==> src/rtl/rsa_pkg.sv <==
// Shared constants and types for the RSA host loader.
package rsa_pkg;

    localparam int unsigned DEFAULT_KEY_BITS = 256;
    localparam int unsigned DEFAULT_KEY_BYTES = DEFAULT_KEY_BITS / 8;

    // Cycles at the start of WAIT during which core_ready is ignored.
    localparam int unsigned WAIT_MASK = 2;
    localparam int unsigned WAIT_CNT_W = $clog2(WAIT_MASK + 1);

    typedef enum logic [2:0] {
        LOAD_N,
        LOAD_D,
        LOAD_M,
        START,
        WAIT,
        SEND
    } loader_state_e;

    function automatic int unsigned cnt_width(input int unsigned bytes);
        return (bytes > 1) ? $clog2(bytes) : 1;
    endfunction

    localparam int unsigned BYTE_CNT_W = cnt_width(DEFAULT_KEY_BYTES);

endpackage

==> src/rtl/rsa_byte_shifter.sv <==
// Wide register with parallel load and MSB-first byte shift (a byte enters at the bottom).
module rsa_byte_shifter #(
    parameter int unsigned WIDTH = 256
) (
    input  logic             clk,
    input  logic             rst_n,
    input  logic             load,
    input  logic [WIDTH-1:0] load_data,
    input  logic             shift_en,
    input  logic [7:0]       shift_in,
    output logic [WIDTH-1:0] data
);

    always_ff @(posedge clk or negedge rst_n) begin
        if (!rst_n) begin
            data <= '0;
        end else if (load) begin
            data <= load_data;
        end else if (shift_en) begin
            data <= {data[WIDTH-9:0], shift_in};
        end
    end

endmodule

==> src/rtl/rsa_host_loader.sv <==
// Byte-serial initiator for the modular-exponentiation core: loads N, d, M, runs the core,
// streams S back. Define RSA_HOST_LOADER_KEY_REUSE_EN to keep N and d across messages.
module rsa_host_loader
    import rsa_pkg::*;
#(
    parameter int unsigned KEY_BITS = DEFAULT_KEY_BITS
) (
    input  logic                clk,
    input  logic                rst_n,
    input  logic [7:0]          in_data,
    input  logic                in_valid,
    output logic                in_ready,
    output logic [7:0]          out_data,
    output logic                out_valid,
    input  logic                out_ready,
    output logic                core_start,
    output logic [KEY_BITS-1:0] core_N,
    output logic [KEY_BITS-1:0] core_d,
    output logic [KEY_BITS-1:0] core_M,
    input  logic                core_ready,
    input  logic [KEY_BITS-1:0] core_S
);

    localparam int unsigned KEY_BYTES = KEY_BITS / 8;
    localparam int unsigned CNT_W = cnt_width(KEY_BYTES);

    loader_state_e         state, state_next;
    logic [CNT_W-1:0]      byte_cnt, byte_cnt_next;
    logic [WAIT_CNT_W-1:0] wait_cnt, wait_cnt_next;
    logic                  in_fire, out_fire, last_byte, capture;
    logic [KEY_BITS-1:0]   result;

    assign in_ready   = (state == LOAD_N) || (state == LOAD_D) || (state == LOAD_M);
    assign in_fire    = in_valid && in_ready;
    assign out_valid  = (state == SEND);
    assign out_fire   = out_valid && out_ready;
    assign core_start = (state == START);
    assign last_byte  = (byte_cnt == CNT_W'(KEY_BYTES - 1));
    assign capture    = (state == WAIT) && (wait_cnt == WAIT_CNT_W'(WAIT_MASK)) && core_ready;
    assign out_data   = result[KEY_BITS-1 -: 8];

    always_comb begin
        state_next    = state;
        byte_cnt_next = byte_cnt;
        wait_cnt_next = wait_cnt;

        if (in_fire || out_fire) begin
            byte_cnt_next = last_byte ? '0 : byte_cnt + CNT_W'(1);
        end

        case (state)
            LOAD_N: if (in_fire && last_byte) state_next = LOAD_D;
            LOAD_D: if (in_fire && last_byte) state_next = LOAD_M;
            LOAD_M: if (in_fire && last_byte) state_next = START;
            START: begin
                wait_cnt_next = '0;
                state_next    = WAIT;
            end
            WAIT: begin
                // Early core_ready may be left over from a previous run; skip it.
                if (wait_cnt != WAIT_CNT_W'(WAIT_MASK)) begin
                    wait_cnt_next = wait_cnt + WAIT_CNT_W'(1);
                end else if (core_ready) begin
                    byte_cnt_next = '0;
                    state_next    = SEND;
                end
            end
            SEND: begin
                if (out_fire && last_byte) begin
`ifdef RSA_HOST_LOADER_KEY_REUSE_EN
                    state_next = LOAD_M;
`else
                    state_next = LOAD_N;
`endif
                end
            end
            default: state_next = LOAD_N;
        endcase
    end

    always_ff @(posedge clk or negedge rst_n) begin
        if (!rst_n) begin
            state    <= LOAD_N;
            byte_cnt <= '0;
            wait_cnt <= '0;
        end else begin
            state    <= state_next;
            byte_cnt <= byte_cnt_next;
            wait_cnt <= wait_cnt_next;
        end
    end

    rsa_byte_shifter #(.WIDTH(KEY_BITS)) u_shift_n (
        .clk       (clk),
        .rst_n     (rst_n),
        .load      (1'b0),
        .load_data ('0),
        .shift_en  (in_fire && (state == LOAD_N)),
        .shift_in  (in_data),
        .data      (core_N)
    );

    rsa_byte_shifter #(.WIDTH(KEY_BITS)) u_shift_d (
        .clk       (clk),
        .rst_n     (rst_n),
        .load      (1'b0),
        .load_data ('0),
        .shift_en  (in_fire && (state == LOAD_D)),
        .shift_in  (in_data),
        .data      (core_d)
    );

    rsa_byte_shifter #(.WIDTH(KEY_BITS)) u_shift_m (
        .clk       (clk),
        .rst_n     (rst_n),
        .load      (1'b0),
        .load_data ('0),
        .shift_en  (in_fire && (state == LOAD_M)),
        .shift_in  (in_data),
        .data      (core_M)
    );

    rsa_byte_shifter #(.WIDTH(KEY_BITS)) u_shift_s (
        .clk       (clk),
        .rst_n     (rst_n),
        .load      (capture),
        .load_data (core_S),
        .shift_en  (out_fire),
        .shift_in  (8'h00),
        .data      (result)
    );

endmodule

==> config.mk <==
export PLATFORM = sky130hd
export DESIGN_NAME = rsa_host_loader
export DESIGN_NICKNAME = d
export VERILOG_FILES = /design/src/rtl/rsa_pkg.sv /design/src/rtl/rsa_byte_shifter.sv /design/src/rtl/rsa_host_loader.sv
export SDC_FILE = /design/constraint.sdc
export NUM_CORES = 1
export LEC_CHECK = 0
export BUFFER_PORTS_ARGS = -buffer_cell sky130_fd_sc_hd__buf_2
export CORE_AREA = 2 2 409 411
export CTS_BUF_LIST = sky130_fd_sc_hd__clkbuf_4
export DETAILED_ROUTE_END_ITERATION = 16
export DIE_AREA = 0 0 411 413
export GPL_TIMING_DRIVEN = 1
export SLEW_MARGIN = 20
export SYNTH_ARGS = -nofsm -noshare
export SYNTH_HDL_FRONTEND = slang
export SYNTH_SLANG_ARGS = --single-unit
==> constraint.sdc <==
create_clock -name clk -period 1.9 [get_ports clk]
set_input_delay 0.57 -clock clk [delete_from_list [all_inputs] [get_ports clk]]
set_output_delay 0.57 -clock clk [all_outputs]
set_load 0.05 [all_outputs]
==> flow_metrics.py, run 1 <==
metrics = {
    "clock_tree": {
        "ctsLongestPathBuffers": 4,
        "htree_levels": 5,
        "cts_root_buffer": "clkbuf_4",
        "cts_tree": "built",
        "cts_buffers": 302,
        "clk_latency_ps": 1320,
        "path_clk_slew_ps": 90,
        "clock-sinks": 1034,
    },
    "timing": {
        "setup_ws_ps": -1040,
        "fmax_mhz": 340,
        "fin_tns_setup_ps": -496580,
        "rsz0062_at_grt": "yes",
        "fin_crit_ps": 2940,
        "fin_crit_sh_pct": 155,
        "relSlewSlack_pct": 53.3,
        "clock-skew-final_ps": 99.0,
        "finalHoldViolations": 0,
        "setup_violations": 1287,
        "worst_pin_slew_ps": 700,
        "fin_hold_ws_ps": 147,
        "slew_violations": 0,
    },
    "power_and_ir_drop": {
        "max-vdd-ir-drop_uv": 1410,
        "power.density_nw_per_um2": 1070,
        "intPower_w": 0.0471,
        "leakage_nw": 35.0,
        "combPwrFrac_pct": 36.5,
        "seq_power_share_pct": 36.4,
        "switching_share_pct": 37.5,
        "clock_power_share_pct": 27.1,
        "p_switching_w": 0.0282,
        "total_power_w": 0.0753,
    },
    "routing": {
        "drc": 0,
        "vias": 37858,
        "via_per_inst": 4.70,
        "initialDrtViolationCount": 3742,
        "drtAntennaViolNets": 0,
        "totalWireLength_mm": 179,
        "firstDrtPassIters": 9,
        "routedWlPerCell_um": 22.2,
    },
    "yosys": {
        "synth_most_common_cell": "dfrtp_1",
        "ys_seq_area_share_pct": 63.9,
        "synth_common_cells": "dfrtp_1, nand2_1, mux2_2",
        "synth_area_leaders": "dfrtp_1, mux2_2, mux2_1, nand2_1, a31oi_1",
        "synth_nets": 3324,
        "avgSynthCellArea_sq_um": 13.3,
        "synth.top_cell.area_share_pct": 63.9,
        "ys_ff_latch": 1034,
        "synth_cell_type_count": 42,
        "async_flop_share_pct": 100,
        "ys.flop_type": "dfrtp_1",
        "yosys_warnings": 0,
        "synth_area_sq_um": 40500,
        "synth_edf_count": 0,
        "synthCells": 3052,
        "yosysTopAreaCell": "dfrtp_1",
    },
    "worst_setup_path": {
        "crit_fanout": 2,
        "cp.required_ps": 1330,
        "crit_type": "reg -> out",
        "cp.arrival_ps": 2370,
        "cp-end-kind": "output port",
        "cp-start-kind": "register",
    },
    "die": {
        "core_sq_um": 166000,
        "die_y_um": 413,
        "io_pins": 1048,
        "core.rowCount": 150,
        "start_util_pct": 24.4,
        "die_w_um": 411,
        "die-area_sq_um": 170000,
    },
    "placed_design": {
        "gp_congestion": 0.906,
        "dp_hpwl_mm": 102,
        "numPortBuffers": 1047,
    },
    "grt": {
        "grt_pass1_wl_mm": 238,
        "grt_pass1_vias": 37794,
        "grt.overflow.total": 0,
        "grt_start_max_net_pins": 110,
        "groute.usage.overall_pct": 18.5,
        "antenna_found_initial": 21,
    },
    "job": {
        "cap_violations": 0,
    },
    "status": {
        "failed_checks": "setup timing",
        "status": "finished, violations left",
    },
    "cells_and_area": {
        "n_fill_cell": 14437,
        "area_delta_synth_final_pct": 74.1,
        "final_net_count": 5932,
        "drive_above_1_share_pct": 52.4,
    },
    "worst_hold_path": {
        "hold_path_class": "in -> reg",
    },
}
==> cell type report <==
type                            count  area, sq um  share of cell area [%]
Antenna cell                       19         47.5                  0.0674
Clock inverter                     48          218                   0.309
Sequential cell                  1034        26000                    36.8
Timing Repair Buffer             2506        24300                    34.5
Tap cell                         2204         2760                    3.91
Inverter                            5         18.8                  0.0266
Clock buffer                      432         3240                    4.60
Multi-Input combinational cell   1811        13900                    19.8
==> metrics by stage <==
stage	instance area [sq um]	cells	util [%]	setup WS, ps
3_5_place_dp	49400	6274	29.8	-234
3_3_place_gp	49400	6274	29.8	-166
5_1_grt	70500	8056	42.5	-1220
4_1_cts	67600	7823	40.8	-1220
6_report	70500	8059	42.5	-1040
2_1_floorplan	40500	3052	-	67.0
==> final timing paths <==
path	cells past startpoint	slack [ps]	end	from
worst min-delay path	4	150	u_shift_s.data[185]	core_S[185]
worst max register to register	7	-450	u_shift_s.data[138]	state[1]
max in group asynchronous	6	520	u_shift_d.data[14]	rst_n
min in group asynchronous	4	400	u_shift_s.data[42]	rst_n
worst max-delay path	4	-1040	out_valid	state[1]
worst min register to register	1	470	u_shift_n.data[146]	u_shift_n.data[138]
==> cells in the final DEF (no fill, tap or decap), types with 3 or more instances in the layout <==
master	count
diode_2	19
dfrtp_2	70
inv_2	8
mux2_2	462
nand2_1	463
mux2i_1	19
a21oi_1	3
a31oi_1	217
dfrtp_1	964
o21ai_1	10
clkbuf_4	432
inv_1	4
nor2_4	10
mux2_1	306
ha_1	3
buf_16	13
nand2_2	11
clkinv_2	6
dlygate4sd3_1	487
buf_2	267
buf_4	829
a31oi_2	4
buf_12	74
buf_8	40
a22o_1	8
o21ai_0	10
nor2_1	227
clkinv_1	33
nand3_1	4
a31oi_4	10
nand2_4	13
buf_6	761
clkbuf_16	33
==> sequential cells by signal (all words and copies together) (netlist names) <==
register	cells
u_shift_d.data	256
u_shift_m.data	256
u_shift_n.data	256
u_shift_s.data	256
byte_cnt	5
state	3
wait_cnt	2
==> metal layers <==
metal	global-route usage, %	vias up	share of wire [%]
met5	0	-	0.022
met4	9.18	6	6.1
met3	6.42	739	10
met2	30.4	2347	47
met1	21.3	18763	36
li1	-	16003	-
==> worst max-delay path, stage by stage, from the launching register on <==
cell and delay (ps):
dfrtp_1 410, buf_6 130, buf_6 110, and3b_2 250
buf_8 160
==> power groups by stage <==
stage / clock network [W] / logic (W) / registers, W
5_1_grt: 0.0222 / 0.0284 / 0.0276
4_1_cts: 0.0207 / 0.0263 / 0.0272
6_report: 0.0204 / 0.0275 / 0.0274
2_1_floorplan: 0 / 0.00375 / 0.0358
3_3_place_gp: 0 / 0.0184 / 0.0275
3_5_place_dp: 0 / 0.0186 / 0.0276
==> cell families (layout without fill, tap and decap cells) <==
group / Yosys count / count (layout) / synth area share, %
other cells: 0 / 19 / 0
fa+ha+maj: 3 / 3 / 0.0927
compound gates: 273 / 273 / 4.27
simple gates: 746 / 748 / 7.12
mux: 787 / 787 / 21.8
buf+inv: 209 / 2991 / 2.83
flops: 1034 / 1034 / 63.9
==> what timing repair did <==
action / 4_1_cts / 5_1_grt
pin swaps: 13 / 25
endpoints found under the setup margin: 1198 / 1398
gates cloned: 11 / 44
buffers inserted: 570 / 180
endpoints found under the hold margin: 1375 / 0
hold buffers: 488 / 0
resized for setup: 1690 / 130
Note: power is estimated with default switching activity, not from simulation.
==> run 2, diff against run 1 <==
--- a/config.mk
+++ b/config.mk
@@ -5,11 +5,11 @@
 export SDC_FILE = /design/constraint.sdc
 export NUM_CORES = 1
 export LEC_CHECK = 0
+export ABC_AREA = 1
 export BUFFER_PORTS_ARGS = -buffer_cell sky130_fd_sc_hd__buf_2
-export CORE_AREA = 2 2 409 411
-export CTS_BUF_LIST = sky130_fd_sc_hd__clkbuf_4
+export CORE_AREA = 2 2 404 406
 export DETAILED_ROUTE_END_ITERATION = 16
-export DIE_AREA = 0 0 411 413
+export DIE_AREA = 0 0 406 408
 export GPL_TIMING_DRIVEN = 1
 export SLEW_MARGIN = 20
 export SYNTH_ARGS = -nofsm -noshare
==> flow_metrics.py, run 2 <==
metrics = {
    "worst_setup_path": {
        "crit_fanout": 6,
        "crit_type": "reg -> out",
        "max_stage_delay_ps": 470,
        "cp.arrival_ps": 1620,
        "cp-end-kind": "output port",
        "crit_chain": "nand2_2 -> nand2_2 -> inv_2 -> buf_8",
        "crit_buf_inv": 2,
        "rr_worst_depth": 9,
        "cp-start-kind": "register",
        "reg2reg_to": "u_shift_n.data[236]",
        "cp.required_ps": 1330,
        "path_delay_family": "flip-flops",
        "slowest_stage": "dfrtp_2",
        "rrSetupSlack_ps": -190,
        "r2r_start": "state[1]",
        "path_common_cell": "nand2_2",
    },
    "die": {
        "die-area_sq_um": 166000,
        "die_w_um": 406,
        "core_sq_um": 162000,
        "io_pins": 1048,
        "core.rowCount": 148,
        "die_y_um": 408,
        "start_util_pct": 24.8,
    },
    "grt": {
        "grt_pass1_wl_mm": 226,
        "grt.overflow.total": 0,
        "antenna_found_initial": 17,
        "groute.usage.overall_pct": 18.1,
        "grt_pass1_vias": 36065,
        "grt_start_max_net_pins": 90,
    },
    "power_and_ir_drop": {
        "leakage_nw": 33.2,
        "power.density_nw_per_um2": 1990,
        "max-vdd-ir-drop_uv": 1740,
    },
    "routing": {
        "totalWireLength_mm": 162,
        "drtAntennaViolNets": 0,
        "firstDrtPassIters": 6,
        "via_per_inst": 4.45,
        "drc": 0,
        "vias": 35671,
        "routedWlPerCell_um": 20.3,
        "initialDrtViolationCount": 2779,
    },
    "cells_and_area": {
        "layout_commonest_cell": "nand2_1",
        "post-route-util_pct": 40.2,
        "final_cell_mix": "nand2_1, dfrtp_1, buf_6",
        "stdcell_count": 8013,
        "area_delta_synth_final_pct": 62.0,
        "drive_above_1_share_pct": 37.8,
        "final_net_count": 6010,
        "n_fill_cell": 14942,
    },
    "yosys": {
        "yosys_warnings": 0,
        "ys.flop_type": "dfrtp_1",
        "avgSynthCellArea_sq_um": 10.3,
        "synth.top_cell.area_share_pct": 64.5,
        "ys_ff_latch": 1034,
        "ys_seq_area_share_pct": 64.5,
        "async_flop_share_pct": 100,
        "yosysTopAreaCell": "dfrtp_1",
        "synthCells": 3891,
        "synth_common_cells": "dfrtp_1, nand2_1, inv_1",
        "synth_nets": 4163,
        "synth_area_sq_um": 40100,
        "synth_edf_count": 0,
        "synth_cell_type_count": 24,
        "synth_area_leaders": "dfrtp_1, nand2_1, mux2_1, a21oi_1, nand3_1",
        "synth_most_common_cell": "dfrtp_1",
    },
    "timing": {
        "slew_violations": 0,
        "setup_violations": 587,
        "fmax_mhz": 457,
        "worst_pin_slew_ps": 550,
        "clock-skew-final_ps": 51.0,
        "setup_ws_ps": -289,
        "finalHoldViolations": 0,
        "fin_hold_ws_ps": 76.0,
        "relSlewSlack_pct": 63.3,
        "fin_crit_ps": 2190,
        "fin_crit_sh_pct": 115,
        "fin_tns_setup_ps": -45240,
        "rsz0062_at_grt": "yes",
    },
    "status": {
        "status": "finished, violations left",
        "failed_checks": "setup timing",
    },
    "clock_tree": {
        "clock-sinks": 1034,
        "cts_root_buffer": "clkbuf_16",
        "ctsLongestPathBuffers": 3,
        "htree_levels": 3,
        "cts_tree": "built",
        "clk_latency_ps": 760,
        "path_clk_slew_ps": 60,
        "cts_buffers": 113,
    },
    "worst_hold_path": {
        "hold_end": "u_shift_s.data[80]",
        "hold_path_class": "in -> reg",
        "min_path_cells": 3,
        "worstHoldStart": "core_S[80]",
    },
    "placed_design": {
        "numPortBuffers": 1047,
        "dp_hpwl_mm": 108,
        "gp_congestion": 0.884,
        "dp_cells": 7092,
    },
    "job": {
        "cap_violations": 0,
    },
}
[run 2: changes by cell type in the layout (fill, tap and decap cells not counted), sizes merged, moves of 183 or more]
cell / previous run / this run
buf: 1984 / 1801
a31oi: 231 / 1
nand3: 4 / 232
dlygate4sd3: 487 / 123
o21ai: 20 / 289
a21oi: 3 / 244
nand2: 488 / 1027
inv: 12 / 300
mux2: 768 / 254
clkbuf: 465 / 196
[run 2: layer usage]
layer / global-route usage, % / wire length, um / up-vias / share of wire [%]
li1: - / - / 16217 / -
met1: 20.1 / 59600 / 17476 / 37
met2: 30.7 / 79500 / 1528 / 49
met3: 5.37 / 13600 / 436 / 8.4
met4: 10.2 / 9650 / 14 / 5.9
met5: 0 / 84 / - / 0.052
[run 2: through the flow]
step | instance area [sq um] | setup slack (ps) | total power, W
after CTS | 62500 | -373 | 0.127
after floorplan | 40100 | 284 | 0.0718
final | 65000 | -289 | 0.129
after detailed placement | 49100 | -385 | 0.0886
after global placement | 49100 | -334 | 0.0878
after global routing | 65000 | -377 | 0.135
[run 2: power by group]
| part | internal (W) | switching [W] | total (W) |
|---|---|---|---|
| clock network | 0.0132 | 0.00966 | 0.0229 |
| logic | 0.0255 | 0.0417 | 0.0672 |
| registers | 0.0315 | 0.00790 | 0.0394 |
| total | 0.0702 | 0.0592 | 0.129 |
[run 2: repair_timing]
action / in CTS / in global routing
hold buffers: 123 / 0
pin swaps: 1 / 9
setup buffers: 425 / 114
gates resized for setup: 1670 / 150
hold endpoints to repair: 301 / 0
setup endpoints to repair: 793 / 1114
gates cloned: 0 / 45
[run 2: worst min-delay path: cells and delay by family]
family,cells,cell delay (ps)
buffers and inverters,1,80
AND/OR/NAND/NOR,2,140
[run 2: layout make-up]
class                   count  area (sq um)  share of cell area, %
clock buffers             163          3340                   5.13
well taps                2175          2720                   4.19
inverters                 292          1140                   1.76
repair buffers           1957         19100                   29.4
multi-input cells        2336         12100                   18.6
clock inverters            39           543                  0.836
diodes                     13          32.5                 0.0501
flip-flops and latches   1034         26000                   40.0
repair inverters            4          52.6                 0.0809
[run 2: worst max path at each step]
stage                                     end  depth (start not counted)     start
after floorplan                      state[1]                          7  state[1]
after global placement    u_shift_d.data[238]                          8  in_valid
after detailed placement  u_shift_d.data[238]                          8  in_valid
after CTS                           out_valid                          4  state[1]
after global routing                 in_ready                          4  state[0]
final                                in_ready                          4  state[0]
[run 2: cells by family after synthesis]
family	after synthesis	share of synthesized area, %
compound gates	558	7.11
fa+ha+maj	3	0.0936
buf+inv	523	6.15
flops	1034	64.5
mux	254	7.13
simple gates	1519	15.0
